### src/rtl/noc_router_output_port.sv
// Router output port: latches a packet header, drains payload bytes from a small FIFO
// and emits one flit per byte toward the downstream input port.
module noc_router_output_port #(
  parameter int FIFO_DEPTH = 4
) (
  input  logic        clk,
  input  logic        rst,
  input  logic        msg_valid,
  output logic        msg_ready,
  input  logic [1:0]  msg_dst,
  input  logic [1:0]  msg_type,
  input  logic [2:0]  msg_len,
  input  logic        pl_valid,
  input  logic [7:0]  pl_data,
  output logic        pl_ready,
  output logic [13:0] packet,
  output logic        packet_valid,
  input  logic        dst_ready,
  output logic        busy,
  output logic [7:0]  pkt_count
);

  // state | meaning
  // IDLE  | waiting for a header; payload may still be queued
  // SEND  | emitting flits of the latched header, one per queued byte

  localparam int AW = $clog2(FIFO_DEPTH);

  typedef enum logic {IDLE = 1'b0, SEND = 1'b1} state_t;

  state_t      state, state_next;
  logic [7:0]  mem [FIFO_DEPTH];
  logic [AW:0] wr_ptr, rd_ptr;
  logic        fifo_empty, fifo_full;
  logic        push, pop, hdr_fire;
  logic [1:0]  dst_q, type_q;
  logic [2:0]  len_q, index;
  logic        flit_sop, flit_eop;
  logic [7:0]  fifo_head;

  // Extra pointer bit distinguishes full from empty when the low bits match.
  assign fifo_empty = (wr_ptr == rd_ptr);
  assign fifo_full  = (wr_ptr[AW] != rd_ptr[AW]) && (wr_ptr[AW-1:0] == rd_ptr[AW-1:0]);
  assign fifo_head  = mem[rd_ptr[AW-1:0]];

  assign pl_ready     = !fifo_full;
  assign push         = pl_valid && !fifo_full;
  assign packet_valid = (state == SEND) && !fifo_empty;
  assign pop          = packet_valid && dst_ready;
  assign hdr_fire     = msg_valid && msg_ready;
  assign flit_sop     = (index == 3'd0);
  assign flit_eop     = (index == len_q);
  assign packet       = packet_valid ? {flit_sop, dst_q, type_q, fifo_head, flit_eop} : 14'h0000;

  always_ff @(posedge clk) begin
    if (rst) state <= IDLE;
    else     state <= state_next;
  end

  always_comb begin
    state_next = state;
    case (state)
      IDLE:    if (msg_valid) state_next = SEND;
      SEND:    if (pop && flit_eop) state_next = IDLE;
      default: state_next = IDLE;
    endcase
  end

  always_comb begin
    msg_ready = 1'b0;
    busy      = 1'b0;
    case (state)
      IDLE:    msg_ready = 1'b1;
      SEND:    busy      = 1'b1;
      default: msg_ready = 1'b0;
    endcase
  end

  always_ff @(posedge clk) begin
    if (push) mem[wr_ptr[AW-1:0]] <= pl_data;
  end

  always_ff @(posedge clk) begin
    if (rst) begin
      wr_ptr    <= '0;
      rd_ptr    <= '0;
      dst_q     <= 2'd0;
      type_q    <= 2'd0;
      len_q     <= 3'd0;
      index     <= 3'd0;
      pkt_count <= 8'd0;
    end else begin
      if (push) wr_ptr <= wr_ptr + 1'b1;
      if (pop)  rd_ptr <= rd_ptr + 1'b1;
      if (hdr_fire) begin
        dst_q  <= msg_dst;
        type_q <= msg_type;
        len_q  <= msg_len;
        index  <= 3'd0;
      end else if (pop) begin
        index <= index + 3'd1;
        if (flit_eop) pkt_count <= pkt_count + 8'd1;
      end
    end
  end

endmodule
### config.mk
export PLATFORM = sky130hd
export DESIGN_NAME = noc_router_output_port
export DESIGN_NICKNAME = d
export VERILOG_FILES = /design/src/rtl/noc_router_output_port.sv
export SDC_FILE = /design/constraint.sdc
export NUM_CORES = 1
export LEC_CHECK = 0
export ABC_AREA = 1
export CAP_MARGIN = 20
export CORE_MARGIN = 2
export CORE_UTILIZATION = 50
export CTS_CLUSTER_SIZE = 20
export DETAILED_ROUTE_END_ITERATION = 6
export HOLD_SLACK_MARGIN = 0.15
export PLACE_DENSITY = 0.76
export SYNTH_ARGS = -nofsm -noshare
export SYNTH_HDL_FRONTEND = slang
export SYNTH_SLANG_ARGS = --single-unit
### constraint.sdc
create_clock -name clk -period 1.7 [get_ports clk]
set_input_delay 0.425 -clock clk [delete_from_list [all_inputs] [get_ports clk]]
set_output_delay 0.425 -clock clk [all_outputs]
set_load 0.02 [all_outputs]
==> run summary <==
Placed cell area -> 3388 sq um
Post-DRT Antenna Nets -> 0
# port buffers -> 45
Row count -> 26
Slew margin rel. -> 75.14%
Clk slew on worst S/H paths -> 0.06 ns
Critical Path End Type -> output pin
Maximum clock frequency -> 532.4 MHz
Final min period -> 1.878 ns
Power density cells -> 916.0 nW/um^2
Num Clock Sinks -> 59
Leakage -> 1.541 nW
Root buffer cell -> clkbuf_8
Initial Util -> 51.39%
IO Pins -> 46
Pins Over Slew Limit -> 0
Final hold violations -> 0
P&R area growth vs syn -> 42.15%
Worst hold path class -> flip-flop to flip-flop
CP Launch Type -> flip-flop
Initial antenna violation count -> 0
Worst Path Required -> 1.27 ns
DR WL/cell -> 13.45 microns
DR top layer -> met4
Yosys warns -> 0
Asr flop ratio synth -> 0%
First-pass GRT wire length -> 9646 microns
Cts hold-fix bufs -> 0
Post-synthesis sequential area ratio -> 57.94%
Met2 WL post-DR -> 2974 microns
DP HPWL -> 3881 microns
Vias in the first global route -> 2108
RSZ-0062 raised after global routing -> true
Metal3 WL -> 239 microns
Post-layout nets -> 393
Max Cap Violations -> 0
Final Cycle Share -> 110.5%
Pre-CTS setup slack -> -0.3523 ns
# H-tree levels -> 3
Die area -> 5774 sq um
Via Count -> 2183
Synth area leader -> edfxtp_1
Grt total ovfl -> 0
CORE AREA -> 5042 sq um
TritonCTS buffer count -> 9
PnR worst setup slack -> -0.1782 ns
Gpl congestion -> 0.8092
Synth Instances -> 281
Drt total wl -> 5904 microns
Synthesis-stage register bit count -> 59
Top post-synthesis cells by area -> edfxtp_1 (37%), dfxtp_1 (21%), nor2_1 (8.4%), o21ai_0 (7.3%), a21oi_1 (5.2%)
Crit Path Category -> flip-flop to output pin
Post-synth EDFFs -> 32
Die X -> 75.99 microns
Setup violators final -> 15
Final Skew -> 0.005203 ns
Syn Area/Cell -> 9.221 sq um
Yosys cell types -> 20
Final Util -> 73.05%
Syn_nets -> 309
Failing checks -> negative setup slack
TritonCTS clock tree -> built
Total power -> 3.374 mW
DRC -> 0
Arrival @ worst endpoint -> 1.45 ns
Finished Cell Area -> 3684 sq um
GR Util All Layers -> 21.44%
Status -> finished, violations left
Die Y -> 75.99 microns
Fraction of final layout cells sized beyond drive strength 1 -> 30.08%
# diodes -> 0
Slew @ Worst Pin -> 0.3689 ns
Wl on met1 -> 2590 microns
Pre-Repair DR Iteration Count -> 4
Post-synthesis cell area -> 2591 sq um
Initial drt markers -> 78
Synth cell count leaders -> nor2_1 (58), o21ai_0 (38), edfxtp_1 (32)
Clock Tree Buf Depth -> 2
Share of the synthesized area in the top cell type -> 37.08%
Clk_lat worst skew -> 0.32 ns
Most instantiated library cell after synthesis -> nor2_1
VDD IR max -> 0.5386 mV
Synth Flop Type -> edfxtp_1
Vias per Instance -> 4.973
Crit path max fanout -> 6
Largest net degree at the start of global routing -> 21
power by group:
part           switching, mW  internal (mW)  total, mW
sequential            0.0297           1.57       1.60
clock                  0.504          0.697       1.20
combinational          0.313          0.256      0.569
placed cells by master, fill, tap and decap left out, types with 3 or more instances in the layout:
cell type	synthesis	layout
nand2_1	31	24
a21oi_2	0	7
xnor2_1	5	5
xor2_1	3	3
nor2_2	0	5
inv_2	6	8
nand3_2	3	3
nor2_1	58	50
nand2_2	2	8
dfxtp_2	0	8
nand3_1	4	4
ha_1	8	8
inv_1	23	21
a21oi_1	27	19
dlygate4sd2_1	0	10
clkdlybuf4s50_1	0	19
buf_12	0	3
dfxtp_1	27	19
nor2_4	0	3
clkbuf_8	0	10
edfxtp_1	32	32
buf_4	0	39
o21ai_0	38	37
buf_6	1	9
logic make-up (layout without fill, tap and decap cells):
logic type	Yosys count	in the layout	share of synthesized area, %
AND/OR/NAND/NOR	102	102	16.75
flip-flops	59	59	57.94
XOR/XNOR	8	8	2.704
buffers and inverters	39	127	6.180
adder cells (fa/ha/maj)	8	8	3.863
AO/OA/AOI/OAI	65	65	12.55
per-stage QoR:
step                      setup TNS, ns  hold slack, ns  std cells
after floorplan                -0.04769          0.4295        281
after global placement           -4.069          0.4396        422
after detailed placement         -4.709          0.4409        422
after CTS                        -1.885          0.4506        438
after global routing             -3.410          0.5142        439
final                            -2.067          0.4682        439
layout make-up:
| class | count | area, sq um |
|---|---|---|
| clock inverters | 4 | 42.54 |
| multi-input cells | 183 | 1025 |
| inverters | 29 | 108.9 |
| fillers | 378 | 1359 |
| repair buffers | 83 | 767.0 |
| clock buffers | 11 | 141.4 |
| flip-flops and latches | 59 | 1511 |
| well taps | 70 | 87.58 |
repair_timing:
action / in CTS / in global routing
buffers inserted: 1 / 0
gates resized for setup: 117 / 18
endpoints found under the setup margin: 26 / 24
pin swaps: 1 / 4
gates cloned: 0 / 1
endpoints found under the hold margin: 0 / 0
sequential cells by signal, indices dropped and copies added, names as in the netlist, named ones only:
name and cells:
index 3, mem 32, pkt_count 8, rd_ptr 3, wr_ptr 3, type_q 2
dst_q 2, len_q 3, state 1
critical path, cell delays in order (launching register included):
cell and delay (ns):
dfxtp_2 0.36, inv_2 0.05, nand2_2 0.07, nand2_2 0.05, nand3_2 0.08, nand2_4 0.09
clkbuf_16 0.17, a21oi_2 0.10, buf_4 0.15
final timing paths:
path	startpoint	endpoint	slack (ns)	cells after the start
worst min register to register	type_q[0]	type_q[0]	0.47	2
worst min-delay path	type_q[0]	type_q[0]	0.47	2
worst max register to register	rd_ptr[1]	mem[0][7]	0.11	9
worst max-delay path	wr_ptr[2]	packet[4]	-0.18	8
per-layer routing:
metal  track usage, %  up-vias
li1                 -     1096
met3            4.858       10
met1            26.86     1026
met2            36.70       51
met4            7.636        0
met5                0        -
No activity file was read; power rests on OpenSTA's default activity.
==> RTL edit (config.mk and constraints unchanged) <==
Reset style: asynchronous (`rst`), changed in 2 clocked blocks.
--- a/src/rtl/noc_router_output_port.sv
+++ b/src/rtl/noc_router_output_port.sv
@@ -52,7 +52,7 @@
   assign flit_eop     = (index == len_q);
   assign packet       = packet_valid ? {flit_sop, dst_q, type_q, fifo_head, flit_eop} : 14'h0000;
 
-  always_ff @(posedge clk) begin
+  always_ff @(posedge clk or posedge rst) begin
     if (rst) state <= IDLE;
     else     state <= state_next;
   end
@@ -80,7 +80,7 @@
     if (push) mem[wr_ptr[AW-1:0]] <= pl_data;
   end
 
-  always_ff @(posedge clk) begin
+  always_ff @(posedge clk or posedge rst) begin
     if (rst) begin
       wr_ptr    <= '0;
       rd_ptr    <= '0;
Behaviour: differs if rst is asserted again (counterexample within 4 cycles, from zero or initial values and one cycle with rst high); with rst held inactive, the same outputs for 4 cycles.
==> RTL edit against the original RTL <==
The flow still finishes with violations (negative setup slack). Area after synthesis increased by 4.3%. Cell count is 3.4% lower. Global-route usage is 0.89 points higher. Register-to-register slack worse by 0.09 ns. Core utilization is 2.9 points higher. Die area rose by 4.1%. Highest routed layer unchanged. Worst setup slack got worse by 0.14 ns. Sequential cell count shrank 2. Cell area increased by 6.6%. Routed wire length is 2.3% higher. Fmax shrank 7.0%.
Power is not compared: it rests on default switching activity, and its combinational part moved more than twofold at a synthesized area within 25%.
==> RTL edit: results (changes against the original RTL) <==
setup_path:
  crit_path_max_fanout: 4  # -2
  cp_data_arrival_time_ns: 1.59  # +0.14 ns
  crit_slowest_cell: "dfrtp_2"
  setup.worst_path.start: "rd_ptr[0]$_DFFE_PP0P_"
  rrSetupSlack_ns: 0.02  # -0.09 ns
  slowest_delay_ns: 0.46  # +0.10 ns
  reg2reg_to: "index[0]$_DFFE_PP0P_"
routing:
  wl_per_cell_um: 14.2  # +5.9%
  drt_iter0_drc: 123  # +58%
  dr_wl_met2_um: 3290  # +11%
  vias_per_cell: 5.00  # +0.50%
grt:
  grt_pass1_vias: 2221  # +5.4%
  grt_pass1_wl_um: 10100  # +5.2%
  use_met2_pct: 40.3  # +3.6 points
  grt_max_degree: 26  # +24%
synthesis:
  synth_area_leaders: "edfxtp_1 36%, dfrtp_1 23%, nor2_1 6.7%"
  synth.avg_cell_area_um2: 10.3  # +12%
  synthMuxAreaShare_pct: 1.25  # +1.2 points
  synth_commonest_cells: "48 x nor2_1, 36 x nand2_1, 32 x edfxtp_1"
  synth-adder-area-share_pct: 3.70  # -0.16 points
  seq_area_frac_synth_pct: 58.7  # +0.73 points
  synth_compound_area_share_pct: 8.93  # -3.6 points
  async_reset_ff_share_pct: 43.9  # +44 points
clock_tree:
  postCtsSetupRepairBufs: 3  # +2
  clk_latency_ns: 0.35  # +0.03 ns
  clkTransAtPathRegs_ns: 0.08  # +0.02 ns
  cts.sinks: 57  # -3.4%
finish:
  inverters: 28  # -3.4%
  fin_cells: 424  # -3.4%
  multi_input_cells: 169  # -7.7%
  n_fill_cell: 346  # -8.5%
  seq_area_um2: 1590  # +5.1%
  drive_above_1_share_pct: 34.2  # +4.1 points
  seq_share_pct: 40.5  # -0.57 points
  n_all_buffers: 84  # +1.2%
hold_path:
  hp-class: "in2async"
placed_design:
  dp_hpwl_um: 3990  # +2.8%
  dp_worst_setup_slack_ns: -0.422  # -0.0695 ns
  place_area_um2: 3490  # +2.9%
sta:
  worst_clock_skew_ns: 0.0123  # +0.00712 ns
  fin_setup_tns_ns: -4.48  # -2.41 ns
  setup_slack_ns: -0.319  # -0.141 ns
  setup_viol: 16  # +1
  fin_hold_ws_ns: 0.426  # -0.0418 ns
  worstMarginPinSlew_ns: 0.340  # -0.0289 ns
run_status:
  status: "finished with violations"
  failed_checks: "negative setup slack"
-- RTL edit: cell types whose count changed in the layout (fill, tap and decap cells not counted), sizes merged, moves of 9 or more --
cell | unedited run | this run
o21bai | 0 | 9
o21ai | 38 | 19
a21oi | 27 | 12
dfxtp | 27 | 0
nor2 | 59 | 49
dfrtp | 0 | 25
-- RTL edit: cell families after synthesis --
| logic type | after synthesis |
|---|---|
| AO/OA/AOI/OAI | 40 |
| XOR/XNOR | 14 |
| adder cells (fa/ha/maj) | 8 |
| buffers and inverters | 36 |
| flip-flops | 57 |
| multiplexers | 3 |
| AND/OR/NAND/NOR | 104 |
-- RTL edit: worst max-delay path, delay by kind of cell, from the launching register on --
family | cells | cell delay (ns)
AND/OR/NAND/NOR | 4 | 0.34
buffers and inverters | 5 | 0.45
flip-flops | 1 | 0.46
